<file path="src/rtl/debounce_pkg.sv">
// Shared types and constants for the pushbutton / switch debouncer.
`timescale 1ns/1ps
package debounce_pkg;

  // Per-channel debounce state; ARM_* states mean a new level is being qualified
  typedef enum logic [1:0] {
    LOW    = 2'd0,
    ARM_HI = 2'd1,
    HIGH   = 2'd2,
    ARM_LO = 2'd3
  } db_state_t;

  // Board defaults: 1 ms of stability at 50 MHz
  localparam int CNT_W_DEF      = 16;
  localparam int STABLE_CNT_DEF = 50000;

  // Short qualification window used when simulating
  localparam int STABLE_CNT_SIM = 8;

  // True while a channel is qualifying a candidate level
  function automatic logic is_arm(db_state_t s);
    return (s == ARM_HI) || (s == ARM_LO);
  endfunction

endpackage

</file>
<file path="src/rtl/db_channel.sv">
// Single debounce channel: two-flop synchroniser, 4-state FSM and stability counter.
`timescale 1ns/1ps
module db_channel
  import debounce_pkg::*;
#(
  parameter int CNT_W      = CNT_W_DEF,
  parameter int STABLE_CNT = STABLE_CNT_DEF
) (
  input  logic clk,
  input  logic rst,
  input  logic raw,
  output logic level,
  output logic press,
  output logic release_pulse,
  output logic arm
);

  // Counter value on the cycle a candidate level is accepted
  localparam logic [CNT_W-1:0] LAST_CNT = CNT_W'(STABLE_CNT - 1);
  localparam logic [CNT_W-1:0] ONE_CNT  = CNT_W'(1);

  logic            s1;
  logic            s2;
  db_state_t       state_q;
  db_state_t       state_d;
  logic [CNT_W-1:0] cnt_q;
  logic [CNT_W-1:0] cnt_d;
  logic            level_d;
  logic            press_d;
  logic            release_d;

  // Two-flop synchroniser; only s2 is ever seen by the FSM
  always_ff @(posedge clk or negedge rst) begin
    if (!rst) begin
      s1 <= 1'b0;
      s2 <= 1'b0;
    end else begin
      s1 <= raw;
      s2 <= s1;
    end
  end

  // State, counter and registered outputs; reset discards any progress silently
  always_ff @(posedge clk or negedge rst) begin
    if (!rst) begin
      state_q       <= LOW;
      cnt_q         <= '0;
      level         <= 1'b0;
      press         <= 1'b0;
      release_pulse <= 1'b0;
    end else begin
      state_q       <= state_d;
      cnt_q         <= cnt_d;
      level         <= level_d;
      press         <= press_d;
      release_pulse <= release_d;
    end
  end

  // Next-state logic; a window of one cycle accepts straight from LOW/HIGH
  always_comb begin
    state_d   = state_q;
    cnt_d     = cnt_q;
    level_d   = level;
    press_d   = 1'b0;
    release_d = 1'b0;
    unique case (state_q)
      LOW: begin
        cnt_d   = '0;
        level_d = 1'b0;
        if (s2) begin
          if (STABLE_CNT == 1) begin
            state_d = HIGH;
            level_d = 1'b1;
            press_d = 1'b1;
          end else begin
            state_d = ARM_HI;
            cnt_d   = ONE_CNT;
          end
        end
      end
      ARM_HI: begin
        if (!s2) begin
          state_d = LOW;
          cnt_d   = '0;
        end else if (cnt_q == LAST_CNT) begin
          state_d = HIGH;
          level_d = 1'b1;
          press_d = 1'b1;
          cnt_d   = '0;
        end else begin
          cnt_d = cnt_q + ONE_CNT;
        end
      end
      HIGH: begin
        cnt_d   = '0;
        level_d = 1'b1;
        if (!s2) begin
          if (STABLE_CNT == 1) begin
            state_d   = LOW;
            level_d   = 1'b0;
            release_d = 1'b1;
          end else begin
            state_d = ARM_LO;
            cnt_d   = ONE_CNT;
          end
        end
      end
      ARM_LO: begin
        if (s2) begin
          state_d = HIGH;
          cnt_d   = '0;
        end else if (cnt_q == LAST_CNT) begin
          state_d   = LOW;
          level_d   = 1'b0;
          release_d = 1'b1;
          cnt_d     = '0;
        end else begin
          cnt_d = cnt_q + ONE_CNT;
        end
      end
      default: begin
        state_d = LOW;
        cnt_d   = '0;
        level_d = 1'b0;
      end
    endcase
  end

  assign arm = is_arm(state_q);

endmodule

</file>
<file path="src/rtl/pb_debounce.sv">
// Multi-channel pushbutton/switch conditioner: N independent debounce channels.
// The release output is named release_pulse because "release" is a reserved word.
`timescale 1ns/1ps
module pb_debounce
  import debounce_pkg::*;
#(
  parameter int N          = 4,
  parameter int CNT_W      = CNT_W_DEF,
  parameter int STABLE_CNT = STABLE_CNT_DEF
) (
  input  logic         clk,
  input  logic         rst,
  input  logic [N-1:0] raw,
  output logic [N-1:0] level,
  output logic [N-1:0] press,
  output logic [N-1:0] release_pulse,
  output logic         busy
);

  logic [N-1:0] arm;

  // One fully independent channel per input pin
  for (genvar g = 0; g < N; g++) begin : g_ch
    db_channel #(
      .CNT_W      (CNT_W),
      .STABLE_CNT (STABLE_CNT)
    ) u_ch (
      .clk           (clk),
      .rst           (rst),
      .raw           (raw[g]),
      .level         (level[g]),
      .press         (press[g]),
      .release_pulse (release_pulse[g]),
      .arm           (arm[g])
    );
  end

  // Arm flags come straight from registered state, so busy is glitch-free
  assign busy = |arm;

endmodule

</file>
<file path="config.mk">
export PLATFORM = sky130hd
export DESIGN_NAME = pb_debounce
export DESIGN_NICKNAME = d
export VERILOG_FILES = /design/src/rtl/debounce_pkg.sv /design/src/rtl/db_channel.sv /design/src/rtl/pb_debounce.sv
export SDC_FILE = /design/constraint.sdc
export NUM_CORES = 1
export LEC_CHECK = 0
export CAP_MARGIN = 20
export CORE_MARGIN = 10
export CORE_UTILIZATION = 44
export CTS_CLUSTER_DIAMETER = 40
export DETAILED_ROUTE_END_ITERATION = 10
export HOLD_SLACK_MARGIN = 0.15
export PLACE_DENSITY_LB_ADDON = 0.3
export SLEW_MARGIN = 5
export SYNTH_ARGS = -nofsm -noshare
export SYNTH_HDL_FRONTEND = slang
export SYNTH_SLANG_ARGS = --single-unit
export TNS_END_PERCENT = 1
</file>
<file path="constraint.sdc">
create_clock -name clk -period 2.7 [get_ports clk]
set_input_delay 0.27 -clock clk [delete_from_list [all_inputs] [get_ports clk]]
set_output_delay 0.27 -clock clk [all_outputs]
set_load 0.03 [all_outputs]
</file>
# After elaboration in Yosys (flattened, before gate mapping)
# Cells that the tools add are included.
dict set report classes {
  n_addsub 4
  n_eq_ne 48
  n_mux 92
  reduce_logical 17
}
# op n
set op_table {}
lappend op_table {{case mux 16 bit (4 select lines)} 4}
lappend op_table {{two-way mux 16 bit} 12}
lappend op_table {{adder 16 x 1 -> 16 bit, second input constant} 4}
lappend op_table {{== test 16 bit, second input constant} 4}
lappend op_table {{two-way mux 2 bit} 24}
lappend op_table {{two-way mux 1 bit} 44}
lappend op_table {{!= test 2 x 1 -> 1 bit, second input constant} 16}
lappend op_table {{case mux 2 bit (4 select lines)} 4}
lappend op_table {{AND reduction 4 bit} 8}
lappend op_table {{== test 2 bit, second input constant} 8}
lappend op_table {{!= test 2 bit, second input constant} 8}
lappend op_table {{case mux 1 bit (4 select lines)} 4}
lappend op_table {{!= test 3 x 1 -> 1 bit, second input constant} 4}
lappend op_table {{!= test 3 bit, second input constant} 4}
lappend op_table {{== test 2 x 1 -> 1 bit, second input constant} 4}
lappend op_table {{logical NOT 2 bit} 4}
lappend op_table {{logical OR 1 bit} 4}
lappend op_table {{OR reduction 4 bit} 1}
dict set report word_totals {
  regBits 92
  in_bits 6
  output_inout_bits 13
  word_cells 189
}

# Longest topological paths before layout
# Gate-level depths: netlist of the first run.
dict set report logic_depth {
  ltp_word 4
  ltp_mapped 9
  depth_no_buf 7
}

# Cells and area by module
# A second synthesis of the first run with hierarchy kept.
dict set report hier_totals {
  cells_unflattened 451
  hier_area_um2 4638.2
}
# mod n_inst cells_each area_per_inst_um2 seq_area_each_um2
set by_module_without_submodules {}
lappend by_module_without_submodules {{db_channel (g_ch[0].u_ch ...)} 3 112 1162.4 575.6}
lappend by_module_without_submodules {{db_channel (g_ch[3].u_ch)} 1 114 1143.6 575.6}
lappend by_module_without_submodules {pb_debounce 1 1 7.5 0.0}

# Worst setup path before layout of the first run
# Ideal clock, no wire load.
dict set report synth_path {
  kind {reg-to-reg}
  startpoint {reg g_ch[3].u_ch.cnt_q[0]}
  endpoint {reg g_ch[3].u_ch.cnt_q[10]}
  setup_time_ps 71
  t_arrival_ps 1604
  t_required_ps 2629
  path_slack_ps 1025
  stages_incl_launch_ff 9
  n_path_buf 2
  period_less_slack_ps 1675
  path_cell_list {dfrtp_1 -> ha_1 -> and3_1 -> nand4_1 -> nand2_2 -> or2_1 -> buf_2 -> buf_6 -> nor2_1}
}
dict set report synth_via {
  elab_chain_cells 4
  elab_cells_between_ends 6
  classes_between {add/sub (1); eq/ne (1); mux (4)}
}
# element line_no
set synth_lines {}
lappend synth_lines {{start: declaration} db_channel.sv:26} ;# logic [CNT_W-1:0] cnt_q;
lappend synth_lines {{start signal: assignment} db_channel.sv:53} ;# cnt_q <= cnt_d;
lappend synth_lines {{adder 16 x 1 -> 16 bit / == test 16 bit (equally long branches)} -}
lappend synth_lines {{two-way mux 16 bit *} {db_channel.sv:86, db_channel.sv:113}}
lappend synth_lines {{two-way mux 16 bit, on equally long branches} {db_channel.sv:110, db_channel.sv:83}}
lappend synth_lines {{case mux 16 bit (4 select lines) *} db_channel.sv:67} ;# unique case (state_q)
lappend synth_lines {{named net g_ch[3].u_ch.cnt_d[10]} db_channel.sv:27} ;# logic [CNT_W-1:0] cnt_d;
# The timed path passes the listed nets; every way through them passes the cells marked *.
# A chain may end at the register's enable or synchronous reset.

==> impl_results.md, run 1 <==
- Sort of element at the start of the critical path: register
- Worst hold path startpoint: raw[1]
- Total wire length after detailed routing: 8.11 mm
- Type of element capturing the critical path: primary output
- Leakage power summed over all cells: 2.20 nW
- Part of the Yosys area used for sequential elements: 48.9%
- Clk pin slew, worst setup/hold paths: 90 ps
- Detailed-router iteration count before antenna repair: 4
- Area post-placement: 4920 sq um
- Weighted congestion at the end of routability-driven global placement: 0.796
- Die Footprint: 15200 sq um
- Most common cell after layout, fill and taps aside: sky130_fd_sc_hd__dfrtp_1
- Critical path start-end classification: reg -> out
- Max-cap viol count: 0
- Crit share post-route: 85.3%
- Worst setup skew after layout: 8.95 ps
- Layout overhead on the synthesized area: 7.90%
- Remaining routing DRC violations: 0
- Post-CTS setup repair buffer count: 0
- Type of the tightest min-delay check: in -> reg
- Number of port buffers: 18
- Number of placement rows: 37
- Cell area after technology mapping: 4700 sq um
- Routed len/inst: 13.0 microns
- Required time of the worst setup path: 2430 ps
- Nets: 513
- Unrepaired setup endpoints after global routing: no
- Flops & latches, synth: 92
- Synthesized netlist cell count: 472
- Core area: 10400 sq um
- DR iter-0 viols: 295
- Critical path fanouts, max: 4
- Worst reg-to-reg setup slack: 790 ps
- HPWL after detailed placement: 5.73 mm
- End of the worst register-to-register path: g_ch[2].u_ch.cnt_q[2]
- Synthesized-area fraction occupied by ao, oa, aoi and oai cells: 5.64%
- Final setup TNS: 0 ps
- Vertical extent of the die: 123 microns
- H-tree Lvls: 3
- Worst slew slack as a fraction of its limit: 64.2%
- Tmin final: 2300 ps
- Horizontal extent of the die: 123 microns
- Post-detailed-route via-to-cell ratio: 4.88
- Initial core utilization: 45.4%
- Number of instances on the worst hold path: 1
- Residual antenna-violating net count after detailed routing: 0
- Highest-count cells in the layout ignoring fill and taps: 92 x sky130_fd_sc_hd__dfrtp_1, 85 x sky130_fd_sc_hd__nor2_1, 34 x sky130_fd_sc_hd__xnor2_1
- Aggregate global routing overflow: 0
- Adder-cell area share of the yosys netlist: 6.38%
- Total power density per cell area: 742 nW/um^2
- Multiplexer fraction of the synthesized cell area: 1.36%
- Skew-Pair Late Insertion Delay: 350 ps
- Fmax achieved: 434 MHz
- Io pins: 19
- Largest family of logic cells by synthesized area: simple AND/OR/NAND/NOR gates
- Number of global-route vias before repair: 3020
- Finish-stage setup viols: 0
- Synthesized net count: 502
- Worst hold endpoint: g_ch[1].u_ch.s1
- Clk root buf: sky130_fd_sc_hd__clkbuf_8
- Synthesis Warnings: 0
- Buffer levels on the longest clock path: 2
- Post-synthesis simple-gate area fraction: 21.7%
- Clock tree from TritonCTS: done
- First-pass GRT wire length: 14.1 mm
- Number of antenna cells inserted: 0
- Source of the worst register-to-register timing path: g_ch[2].u_ch.cnt_q[0]
- Number of hold violations in the final report: 0
- Worst Tran Pin Value: 538 ps
- Pins Over Slew Limit: 0
- TritonCTS buffer count: 9
- Crit path arrival time: 2030 ps
- FF-to-FF path depth: 6
- Number of instances resized during post-cts repair: 0
- Run status: finished, final reports clean
- Cell area after layout: 5080 sq um
- Detailed-route via count: 3043
- Maximum ir drop on the vdd rail: 0.379 mV
- Synthesized-area fraction occupied by xor and xnor cells: 10.2%
- Largest net degree at the start of global routing: 52
- Initial antenna violation count: 0
- Total global routing track utilization: 11.4%
- Mapped Avg Cell Area: 9.97 sq um
- Layout cell share with drive strength beyond 1: 6.16%
- Synth unique cells: 44
- # clock sinks: 92
-- metal layers --
metal	up-vias	GRT usage, %	share of wire [%]
li1	1577	-	-
met1	1431	15.3	50
met2	27	17.4	45
met3	8	2.05	2.8
met4	0	5.24	1.7
met5	-	0	0
-- Yosys cell counts (all sizes together) --
master,number,area [sq um]
o22ai,2,12.5
a31oi,4,25.0
nor2b,1,6.26
o21ai,12,60.1
nor2,85,319
a31o,2,17.5
o31ai,1,7.51
o21a,3,22.5
buf,20,156
nor4b,6,71.3
nand2b,4,27.5
a211oi,2,15.0
mux2,5,63.8
ha,24,300
nor3,9,45.0
nor4bb,1,10.0
and2,2,15.0
a221oi,1,8.76
and4b,4,40.0
nand2,32,128
and3,15,93.8
xnor2,34,298
o31a,1,8.76
and4,6,52.6
or2,3,18.8
nand3,19,95.1
inv,30,113
xor2,21,184
a21boi,1,7.51
a21oi,16,80.1
or3,2,12.5
dfrtp,92,2300
nand4,10,75.1
nor4,2,12.5
-- critical path: stages (launching register included) --
cell                              delay (ps)
sky130_fd_sc_hd__dfrtp_1                 400
sky130_fd_sc_hd__inv_1                   110
sky130_fd_sc_hd__ha_1                    220
sky130_fd_sc_hd__nor2_1                  170
sky130_fd_sc_hd__nand4_1                 160
sky130_fd_sc_hd__clkdlybuf4s50_1         620
-- worst max path at each step --
stage	to	slack [ps]	depth (start not counted)
finish	busy	400	5
detailed placement	busy	730	5
global route	busy	240	5
CTS	busy	350	5
global placement	busy	760	5
floorplan	g_ch[3].u_ch.cnt_q[10]	1020	8
-- where the power goes --
part	internal (mW)	switching (mW)	total, mW	leakage (nW)
registers	1.54	0.146	1.68	1.23
clock network	0.327	0.457	0.784	0.0800
logic	0.534	0.766	1.30	0.889
total	2.40	1.37	3.77	2.20
-- area by class of cell --
class | instances | area [sq um]
Multi-Input combinational cell | 330 | 2130
Clock inverter | 3 | 15.0
Fill cell | 987 | 5290
Sequential cell | 92 | 2300
Clock buffer | 12 | 135
Tap cell | 136 | 170
Timing Repair Buffer | 20 | 208
Inverter | 30 | 113
-- cells by family (layout without fill, tap and decap cells) --
| logic type | count (synthesis) | after routing |
|---|---|---|
| flops | 92 | 92 |
| xor+xnor | 55 | 55 |
| simple gates | 201 | 201 |
| buf+inv | 50 | 65 |
| mux | 5 | 5 |
| compound gates | 45 | 45 |
| fa+ha+maj | 24 | 24 |
-- sequential cells by signal (all words and copies together), names as in the netlist, named ones only --
register and count:
g_ch.u_ch.cnt_q 64, g_ch.u_ch.level 4, g_ch.u_ch.press 4, g_ch.u_ch.release_pulse 4, g_ch.u_ch.s1 4, g_ch.u_ch.s2 4, g_ch.u_ch.state_q 4
-- timing repair --
action / 4_1_cts / 5_1_grt
endpoints found under the setup margin: 0 / 0
hold buffers: 1 / 0
endpoints found under the hold margin: 41 / 0
-- through the flow --
| step | power (mW) | hold slack [ps] | std cells | worst slack (ps) | utilization, % |
|---|---|---|---|---|---|
| 6_report | 3.77 | 348 | 623 | 397 | 49.0 |
| 4_1_cts | 3.81 | 339 | 623 | 346 | 49.0 |
| 5_1_grt | 4.07 | 344 | 623 | 243 | 49.0 |
| 2_1_floorplan | 2.77 | -25.6 | 472 | 1020 | - |
| 3_3_place_gp | 2.97 | 298 | 607 | 762 | 47.4 |
| 3_5_place_dp | 3.02 | 296 | 607 | 729 | 47.4 |
Note: power is estimated with default switching activity, not from simulation.
==> run 2: changes to the inputs <==
==> constraint.sdc (replaced) <==
create_clock -name clk -period 2.04 [get_ports clk]
set_input_delay 0.204 -clock clk [delete_from_list [all_inputs] [get_ports clk]]
set_output_delay 0.204 -clock clk [all_outputs]
set_load 0.1 [all_outputs]
==> impl_results.md, run 2 (same netlist as run 1, synthesis figures left out) <==
- Run status: finished, final reports clean
- Cell total after placement: 610
- Weighted congestion at the end of routability-driven global placement: 0.794
- Worst setup skew after layout: 8.01 ps
- Aggregate global routing overflow: 0
- Clk pwr share: 23.0%
- Leakage power summed over all cells: 2.27 nW
- Io pins: 19
- First-pass GRT wire length: 14.8 mm
- Grt peak-use layer: met2
- Switching Share: 39.6%
- Type of the tightest min-delay check: in -> reg
- Clk pin slew, worst setup/hold paths: 100 ps
- Worst Tran Pin Value: 591 ps
- Power share of the sequential group: 39.5%
- Max-cap viol count: 0
- Fmax achieved: 522 MHz
- Largest net degree at the start of global routing: 48
- Nets: 517
- Number of port buffers: 18
- Crit share post-route: 94.0%
- Layout cell share with drive strength beyond 1: 11.2%
- Pins Over Slew Limit: 0
- Clk root buf: sky130_fd_sc_hd__clkbuf_8
- Worst slew slack as a fraction of its limit: 60.6%
- Cell-internal power: 3.39 mW
- Max reg flops: 64
- Residual antenna-violating net count after detailed routing: 0
- Detailed-router iteration count before antenna repair: 4
- H-tree Lvls: 3
- Top reg by flops: g_ch.u_ch.cnt_q
- Net Sw Power: 2.23 mW
- Remaining routing DRC violations: 0
- Critical path start-end classification: reg -> out
- Post-detailed-route via-to-cell ratio: 5.08
- Routed len/inst: 13.1 microns
- Post-route core utilization: 49.8%
- DR iter-0 viols: 158
- Tmin final: 1920 ps
- Total global routing track utilization: 11.8%
- Unrepaired setup endpoints after global routing: no
- Clock tree from TritonCTS: done
- Power Total: 5.62 mW
- # clock sinks: 92
- Die Footprint: 15200 sq um
- Type of element capturing the critical path: primary output
- Required time of the worst setup path: 1840 ps
- Met1 Usage GRT: 14.4%
- Cell Count, Final, Fillers Out: 628
- Core area: 10400 sq um
- HPWL after detailed placement: 5.83 mm
- Met3 track utilization from global routing: 2.92%
- Initial core utilization: 45.4%
- Crit path arrival time: 1710 ps
- Initial antenna violation count: 0
- Detailed-route via count: 3191
- Layout overhead on the synthesized area: 9.68%
- Highest-count cells in the layout ignoring fill and taps: 92 x sky130_fd_sc_hd__dfrtp_1, 81 x sky130_fd_sc_hd__nor2_1, 34 x sky130_fd_sc_hd__xnor2_1
- GR met2 Demand/Resource: 19.4%
- Finish-stage setup viols: 0
- Number of hold violations in the final report: 0
- Buffer levels on the longest clock path: 2
- Number of antenna cells inserted: 0
- Total power density per cell area: 1090 nW/um^2
- Number of placement rows: 37
- Vertical extent of the die: 123 microns
- Final setup TNS: 0 ps
- Critical path fanouts, max: 4
- Most common cell after layout, fill and taps aside: sky130_fd_sc_hd__dfrtp_1
- Sort of element at the start of the critical path: register
- Comb power frac: 37.4%
- Maximum ir drop on the vdd rail: 0.802 mV
- Skew-Pair Late Insertion Delay: 360 ps
- Horizontal extent of the die: 123 microns
- Number of global-route vias before repair: 3233
- TritonCTS buffer count: 9
- Total wire length after detailed routing: 8.23 mm
==> run 2: changes by cell type in the layout (fill, tap and decap cells not counted) <==
cell                              before  now
sky130_fd_sc_hd__nor2_4                0    1
sky130_fd_sc_hd__inv_8                 0    2
sky130_fd_sc_hd__nor2_1               85   81
sky130_fd_sc_hd__clkinv_4              0    2
sky130_fd_sc_hd__clkdlybuf4s50_1      17    4
sky130_fd_sc_hd__clkbuf_1              3    0
sky130_fd_sc_hd__nor2_2                0    3
sky130_fd_sc_hd__buf_4                 1   17
sky130_fd_sc_hd__clkinv_2              3    0
sky130_fd_sc_hd__buf_12                1    2
sky130_fd_sc_hd__bufinv_16             0    1
sky130_fd_sc_hd__clkinvlp_4            0    2
==> run 2: final timing paths <==
kind / from / end / slack, ps / cells after the start
hold / removal: raw[2] / g_ch[2].u_ch.s1 / 270 / 1
max in group asynchronous: rst / g_ch[3].u_ch.cnt_q[8] / 1000 / 3
setup / recovery: register / busy / 120 / 5
hold reg to reg: g_ch[0].u_ch.s1 / g_ch[0].u_ch.s2 / 350 / 0
setup reg to reg: g_ch[3].u_ch.cnt_q[0] / g_ch[3].u_ch.cnt_q[3] / 240 / 7
min in group asynchronous: rst / g_ch[1].u_ch.cnt_q[13] / 380 / 2
==> run 2: per-stage QoR <==
step / hold WS, ps / cell area, sq um / worst slack, ps
2_1_floorplan: -91.6 / 4700 / 145
3_3_place_gp: 253 / 4920 / 294
3_5_place_dp: 253 / 4920 / 256
4_1_cts: 253 / 5140 / 4.32
5_1_grt: 244 / 5160 / 13.7
6_report: 266 / 5160 / 122
==> run 2: critical path: stages, from the launching register on <==
cell and delay (ps):
sky130_fd_sc_hd__dfrtp_1 420, sky130_fd_sc_hd__inv_1 110, sky130_fd_sc_hd__ha_1 220, sky130_fd_sc_hd__nor2_2 170, sky130_fd_sc_hd__nand4_1 200, sky130_fd_sc_hd__buf_12 220
==> run 2: routing by layer <==
metal | vias to the layer above | share of wire (%)
met5 | - | 0
met4 | 0 | 1.9
li1 | 1591 | -
met2 | 41 | 48
met3 | 14 | 3.3
met1 | 1545 | 47
==> run 2: repair_timing <==
item,in CTS,in global routing
resized for setup,1,4
setup buffers,0,1
hold buffers,1,0
gates cloned,0,0
setup endpoints to repair,1,1
endpoints found under the hold margin,45,0
pin swaps,1,1
==> run 2: cell type report <==
cell class,count,area (sq um)
sequential,92,2300
inverter,30,113
fill,983,5210
tap,136,170
multi-input combinational,330,2150
timing repair buffer,24,218
clock inverter,7,85.1
clock buffer,9,124
==> run 2: power by group through the flow <==
stage / sequential, mW / clock [mW] / combinational (mW)
floorplan: 2.20 / 0 / 1.73
global placement: 2.25 / 0 / 2.01
detailed placement: 2.26 / 0 / 2.06
CTS: 2.22 / 1.34 / 2.08
global route: 2.25 / 1.43 / 2.34
finish: 2.22 / 1.29 / 2.10
